[config.mk]
export PLATFORM = sky130hd
export DESIGN_NAME = uartlite_tx_feeder
export DESIGN_NICKNAME = d
export VERILOG_FILES = /design/src/rtl/uartlite_pkg.sv /design/src/rtl/axil_wr_chan.sv /design/src/rtl/uartlite_tx_feeder.sv
export SDC_FILE = /design/constraint.sdc
export NUM_CORES = 1
export LEC_CHECK = 0
export CAP_MARGIN = 0
export CORE_ASPECT_RATIO = 0.9
export CORE_MARGIN = 2
export CORE_UTILIZATION = 35
export CTS_BUF_LIST = sky130_fd_sc_hd__clkbuf_4 sky130_fd_sc_hd__clkbuf_8
export DETAILED_ROUTE_END_ITERATION = 8
export PLACE_DENSITY = 0.73
export SLEW_MARGIN = 20
export SYNTH_ARGS = -nofsm -noshare
export SYNTH_HDL_FRONTEND = slang
export SYNTH_SLANG_ARGS = --single-unit
[constraint.sdc]
create_clock -name s_axi_aclk -period 3.6 [get_ports s_axi_aclk]
set_input_delay 0.72 -clock s_axi_aclk [delete_from_list [all_inputs] [get_ports s_axi_aclk]]
set_output_delay 0.72 -clock s_axi_aclk [all_outputs]
set_load 0.02 [all_outputs]
[src/rtl/uartlite_pkg.sv]
// Shared constants and types for the UART Lite TX feeder: register map, status bit, FSM states, AXI response codes.
package uartlite_pkg;

  localparam logic [3:0] CTRL_ADDR_DEF = 4'hC;
  localparam logic [3:0] STAT_ADDR_DEF = 4'h8;
  localparam logic [3:0] TXF_ADDR_DEF  = 4'h4;
  localparam logic [7:0] CTRL_INIT_DEF = 8'h13;
  localparam int         POLL_GAP_DEF  = 4;

  localparam int TXF_FULL = 3;

  localparam logic [1:0] RESP_OKAY   = 2'b00;
  localparam logic [1:0] RESP_EXOKAY = 2'b01;
  localparam logic [1:0] RESP_SLVERR = 2'b10;
  localparam logic [1:0] RESP_DECERR = 2'b11;

  typedef enum logic [2:0] {
    CFG_WR, CFG_B, IDLE, ST_AR, ST_R, ST_GAP, TX_WR, TX_B
  } state_t;

endpackage

[src/rtl/axil_wr_chan.sv]
// AXI4-Lite AW/W issue: both valids rise on start, each drops after its own handshake; done when both complete.
// Registered valids, zero added latency; holds addr/data stable until the slave accepts.
module axil_wr_chan
  import uartlite_pkg::*;
(
  input  logic        s_axi_aclk,
  input  logic        s_axi_aresetn,
  input  logic        start,
  input  logic [3:0]  addr,
  input  logic [31:0] data,
  output logic [3:0]  m_axi_awaddr,
  output logic        m_axi_awvalid,
  input  logic        m_axi_awready,
  output logic [31:0] m_axi_wdata,
  output logic        m_axi_wvalid,
  input  logic        m_axi_wready,
  output logic        done
);

  logic active;

  // Done in the cycle the last outstanding channel handshakes.
  assign done = active && (!m_axi_awvalid || m_axi_awready) && (!m_axi_wvalid || m_axi_wready);

  always_ff @(posedge s_axi_aclk or negedge s_axi_aresetn) begin
    if (!s_axi_aresetn) begin
      m_axi_awaddr  <= '0;
      m_axi_awvalid <= 1'b0;
      m_axi_wdata   <= '0;
      m_axi_wvalid  <= 1'b0;
      active        <= 1'b0;
    end else if (start) begin
      m_axi_awaddr  <= addr;
      m_axi_awvalid <= 1'b1;
      m_axi_wdata   <= data;
      m_axi_wvalid  <= 1'b1;
      active        <= 1'b1;
    end else begin
      if (m_axi_awvalid && m_axi_awready) m_axi_awvalid <= 1'b0;
      if (m_axi_wvalid && m_axi_wready)   m_axi_wvalid  <= 1'b0;
      if (done)                           active        <= 1'b0;
    end
  end

endmodule

[src/rtl/uartlite_tx_feeder.sv]
// AXI4-Lite master feeding bytes into the UART Lite TX FIFO; configures the core once after reset.
// Best case 2 cycles from accept to AW/W; s_ready low until the byte's write response; UTX_ERR_CNT_EN adds err_count.
module uartlite_tx_feeder
  import uartlite_pkg::*;
#(
  parameter logic [3:0] CTRL_ADDR = CTRL_ADDR_DEF,
  parameter logic [3:0] STAT_ADDR = STAT_ADDR_DEF,
  parameter logic [3:0] TXF_ADDR  = TXF_ADDR_DEF,
  parameter logic [7:0] CTRL_INIT = CTRL_INIT_DEF,
  parameter int         POLL_GAP  = POLL_GAP_DEF
) (
  input  logic        s_axi_aclk,
  input  logic        s_axi_aresetn,
  input  logic [7:0]  s_data,
  input  logic        s_valid,
  output logic        s_ready,
  output logic [3:0]  m_axi_awaddr,
  output logic        m_axi_awvalid,
  input  logic        m_axi_awready,
  output logic [31:0] m_axi_wdata,
  output logic [3:0]  m_axi_wstrb,
  output logic        m_axi_wvalid,
  input  logic        m_axi_wready,
  input  logic [1:0]  m_axi_bresp,
  input  logic        m_axi_bvalid,
  output logic        m_axi_bready,
  output logic [3:0]  m_axi_araddr,
  output logic        m_axi_arvalid,
  input  logic        m_axi_arready,
  input  logic [31:0] m_axi_rdata,
  input  logic [1:0]  m_axi_rresp,
  input  logic        m_axi_rvalid,
  output logic        m_axi_rready,
  output logic        busy,
`ifdef UTX_ERR_CNT_EN
  output logic [7:0]  err_count,
`endif
  output logic        resp_err
);

  localparam int GW = (POLL_GAP > 1) ? $clog2(POLL_GAP) : 1;

  state_t        state;
  logic          cfg_pend;
  logic [7:0]    byte_q;
  logic [GW-1:0] gap_cnt;
  logic          wr_start;
  logic          wr_done;
  logic          rd_ok;
  logic          b_err;
  logic          unused_rdata;

  assign unused_rdata = ^{m_axi_rdata[31:TXF_FULL+1], m_axi_rdata[TXF_FULL-1:0]};
  assign m_axi_wstrb  = 4'h1;
  assign rd_ok        = (m_axi_rresp == RESP_OKAY) && !m_axi_rdata[TXF_FULL];
  assign b_err        = m_axi_bvalid && (m_axi_bresp != RESP_OKAY) && (state == CFG_B || state == TX_B);

  // cfg_pend marks the one config write after reset; it also steers the write mux.
  assign wr_start = (state == CFG_WR && cfg_pend) ||
                    (state == ST_R && m_axi_rvalid && m_axi_rready && rd_ok);

  axil_wr_chan u_wr (
    .s_axi_aclk    (s_axi_aclk),
    .s_axi_aresetn (s_axi_aresetn),
    .start         (wr_start),
    .addr          (cfg_pend ? CTRL_ADDR : TXF_ADDR),
    .data          ({24'h0, cfg_pend ? CTRL_INIT : byte_q}),
    .m_axi_awaddr  (m_axi_awaddr),
    .m_axi_awvalid (m_axi_awvalid),
    .m_axi_awready (m_axi_awready),
    .m_axi_wdata   (m_axi_wdata),
    .m_axi_wvalid  (m_axi_wvalid),
    .m_axi_wready  (m_axi_wready),
    .done          (wr_done)
  );

  always_ff @(posedge s_axi_aclk or negedge s_axi_aresetn) begin
    if (!s_axi_aresetn) begin
      state         <= CFG_WR;
      cfg_pend      <= 1'b1;
      byte_q        <= '0;
      gap_cnt       <= '0;
      s_ready       <= 1'b0;
      m_axi_araddr  <= '0;
      m_axi_arvalid <= 1'b0;
      m_axi_rready  <= 1'b0;
      m_axi_bready  <= 1'b0;
      busy          <= 1'b1;
      resp_err      <= 1'b0;
    end else begin
      resp_err <= 1'b0;
      case (state)
        CFG_WR, TX_WR: begin
          cfg_pend <= 1'b0;
          if (wr_done) begin
            m_axi_bready <= 1'b1;
            state        <= (state == CFG_WR) ? CFG_B : TX_B;
          end
        end
        // Errored responses are reported and the byte is dropped, never retried.
        CFG_B, TX_B: begin
          if (m_axi_bvalid) begin
            m_axi_bready <= 1'b0;
            resp_err     <= b_err;
            s_ready      <= 1'b1;
            busy         <= 1'b0;
            state        <= IDLE;
          end
        end
        IDLE: begin
          if (s_valid && s_ready) begin
            byte_q        <= s_data;
            s_ready       <= 1'b0;
            busy          <= 1'b1;
            m_axi_araddr  <= STAT_ADDR;
            m_axi_arvalid <= 1'b1;
            state         <= ST_AR;
          end
        end
        ST_AR: begin
          if (m_axi_arready) begin
            m_axi_arvalid <= 1'b0;
            m_axi_rready  <= 1'b1;
            state         <= ST_R;
          end
        end
        ST_R: begin
          if (m_axi_rvalid) begin
            m_axi_rready <= 1'b0;
            gap_cnt      <= '0;
            state        <= rd_ok ? TX_WR : ST_GAP;
          end
        end
        ST_GAP: begin
          if (gap_cnt == GW'(POLL_GAP - 1)) begin
            m_axi_arvalid <= 1'b1;
            state         <= ST_AR;
          end else begin
            gap_cnt <= gap_cnt + 1'b1;
          end
        end
        default: state <= CFG_WR;
      endcase
    end
  end

`ifdef UTX_ERR_CNT_EN
  always_ff @(posedge s_axi_aclk or negedge s_axi_aresetn) begin
    if (!s_axi_aresetn)                   err_count <= '0;
    else if (b_err && err_count != 8'hFF) err_count <= err_count + 8'd1;
  end
`endif

endmodule

==> run summary <==
clock root buffer -> clkbuf_8
Buf/Inv on CP -> 1
DRT Wirelength -> 3.35 mm
Overall Global Routing Usage -> 12.8%
TritonCTS Buffers -> 5
Fin Clk Skew -> 0.00548 ns
width of the die -> 79.6 um
diode count -> 0
synth warn -> 0
worst-margin pin slew -> 0.629 ns
Worst Path Arrival -> 1.43 ns
CTS Sinks -> 34
Async SR Flop Fraction -> 100%
post_cts resized -> 0
Starting Density -> 36.8%
TritonCTS clock tree -> yes
post-route DRC violation count -> 0
Chip Height -> 72.0 um
I/O Buffers -> 39
wire length on met2 -> 1.48 mm
RSZ-0062 raised after global routing -> no
setup TNS -> 0 ns
first-pass GRT wire length -> 5.64 mm
DP HPWL -> 2.46 mm
placed instance count -> 264
FF-to-FF Start -> state[2]
Longest Clk Path Bufs -> 2
Max Slew Vio Count -> 0
critical setup path kind -> reg2out
initial antenna violation count -> 0
Final Hold Viols -> 0
TritonRoute pass-1 iters -> 4
max layer used -> met4
pwr dens -> 775 nW/um^2
routed via count -> 1244
max-cap violations -> 0
IO Pins -> 104
fmax -> 0.466 GHz
number of global-route vias before repair -> 1184
Synth Register Bits -> 34
min Tclk post-route -> 2.15 ns
WL met1 -> 1.52 mm
min-delay src -> m_axi_araddr[3]
outcome -> finished, final reports clean
Worst path max stage delay -> 0.61 ns
Final Instance Count excl. Fillers -> 272
hold path depth -> 1
fillers -> 476
ANT nets after route -> 0
met3 WL -> 284 um
Worst Hold Endpoint -> m_axi_araddr[3]
R2R depth -> 3
row count -> 24
pin count of the biggest net entering global routing -> 35
CTS clk-pin slew, worst paths -> 0.06 ns
min-delay worst type -> reg2reg
Synth cell types -> 44
GRT overflow -> 0
Worst path slowest cell -> clkdlybuf4s50_1
setup slack, reg-to-reg -> 1.58 ns
Setup crit end kind -> output port
Mean Syn Cell Area -> 10.8 um^2
worst skew pair latency -> 0.29 ns
H-tree levels -> 2
Syn Inst Count -> 166
Worst IR Drop VDD -> 0.000424 V
area grow syn2layout -> 22.3%
Post-synth top flop -> dfrtp_1
EDFF count, synth -> 0
FF-to-FF End -> byte_q[1]
die area -> 5730 um^2
drt wl/cell -> 12.3 um
kind of cell adding the most delay to the critical path -> buffers and inverters
core area -> 4890 um^2
Max FO, Critical Path -> 2
hold_buf cts -> 0
Setup Buffers After CTS -> 0
# setup viols final -> 0
Slew headroom -> 58.0%
Seq/Total Area, Yosys -> 47.4%
Syn Std Cell Area -> 1800 um^2
critical path data required time -> 2.88 ns
startpoint class of the critical path -> flop
share of post-route cells with drive strength above 1 -> 9.18%
LEAKAGE -> 1.02 nW
crit-path cells -> clkdlybuf4s50_1
GP Congestion -> 0.779
Final period util -> 59.6%
vias per cell -> 4.57
Nets -> 259
initial drt markers -> 59
final cells by class:
class | count | area (um^2) | share of cell area (%)
inverter | 5 | 18.8 | 0.852
clock buffer | 8 | 91.3 | 4.15
tap | 65 | 81.3 | 3.69
sequential | 34 | 853 | 38.8
timing repair buffer | 40 | 398 | 18.1
multi-input combinational | 120 | 759 | 34.5
per-layer routing:
metal / vias up / global-route usage [%]
li1: 597 / -
met1: 598 / 17.3
met2: 42 / 18.3
met3: 7 / 4.48
met4: 0 / 6.32
met5: - / 0
synthesized netlist by cell type (2+ instances only):
library cell	n	share of area [%]
mux2_1	8	5.0
buf_6	2	1.3
a22o_1	7	3.4
buf_2	3	0.83
inv_1	4	0.83
dfrtp_1	32	44
and2_1	2	0.69
nor3_1	3	0.83
dfstp_2	2	2.9
nor3b_1	2	0.83
a21o_1	2	0.83
conb_1	2	0.42
a32o_1	2	1.1
o21ai_0	3	0.83
nand2b_1	4	1.4
a21oi_1	4	1.1
o21a_1	3	1.3
nand3_1	2	0.56
nand4_1	2	0.69
nor2_1	5	1.0
o22a_1	3	1.5
nand2_1	12	2.5
buf_4	33	14
o21ai_1	4	1.1
cell families after synthesis:
family	after synthesis	share of synthesized area, %
AO/OA/AOI/OAI	38	16.2
XOR/XNOR	1	0.904
adder cells (fa/ha/maj)	1	0.695
buffers and inverters	43	16.9
flip-flops	34	47.4
multiplexers	8	5.00
other	2	0.417
AND/OR/NAND/NOR	39	12.5
sequential cells by signal (all words and copies together) (netlist names):
register	flops
u_wr.m_axi_wdata	8
u_wr.active	1
u_wr.m_axi_wvalid	1
byte_q	8
s_ready	1
gap_cnt	2
u_wr.m_axi_awvalid	1
cfg_pend	1
resp_err	1
m_axi_araddr	1
state	3
m_axi_rready	1
m_axi_bready	1
m_axi_arvalid	1
u_wr.m_axi_awaddr	2
busy	1
per-stage QoR:
stage | area [um^2] | hold slack (ns) | total power, mW | worst slack [ns] | util [%]
global placement | 2110 | 0.453 | 1.42 | 1.13 | 43.1
floorplan | 1920 | 0.424 | 1.21 | 1.80 | -
detailed placement | 2110 | 0.452 | 1.43 | 1.09 | 43.1
CTS | 2200 | 0.477 | 1.73 | 1.39 | 45.0
finish | 2200 | 0.471 | 1.71 | 1.45 | 45.0
global route | 2200 | 0.496 | 1.84 | 1.36 | 45.0
worst max path at each step:
| stage | start | end | slack [ns] | cells after the start |
|---|---|---|---|---|
| CTS | s_valid | byte_q[1] | 1.39 | 3 |
| finish | busy | busy | 1.45 | 1 |
| global route | s_valid | byte_q[0] | 1.36 | 3 |
| detailed placement | s_valid | byte_q[7] | 1.09 | 3 |
| floorplan | m_axi_rresp[1] | u_wr.m_axi_wdata[0] | 1.80 | 4 |
| global placement | s_valid | byte_q[7] | 1.13 | 3 |
placed cells by master (no fill, tap or decap), types with 3 or more instances in the layout:
cell and n:
mux2_1 8, nor2_1 5, o21a_1 3, inv_1 4
o22a_1 3, a22o_1 7, a21oi_1 4, dfrtp_1 32
nor3_1 3, conb_1 33, o21ai_1 4, o21ai_0 3
clkbuf_8 5, nand2_1 12, clkbuf_4 3, clkdlybuf4s50_1 39
nand2b_1 4
where the power goes:
group	internal, mW	total [mW]	leakage (nW)	switching, mW
clock network	0.160	0.290	0.0498	0.130
logic	0.366	0.733	0.553	0.367
registers	0.538	0.683	0.421	0.145
Power figures use the tool's default switching activity.
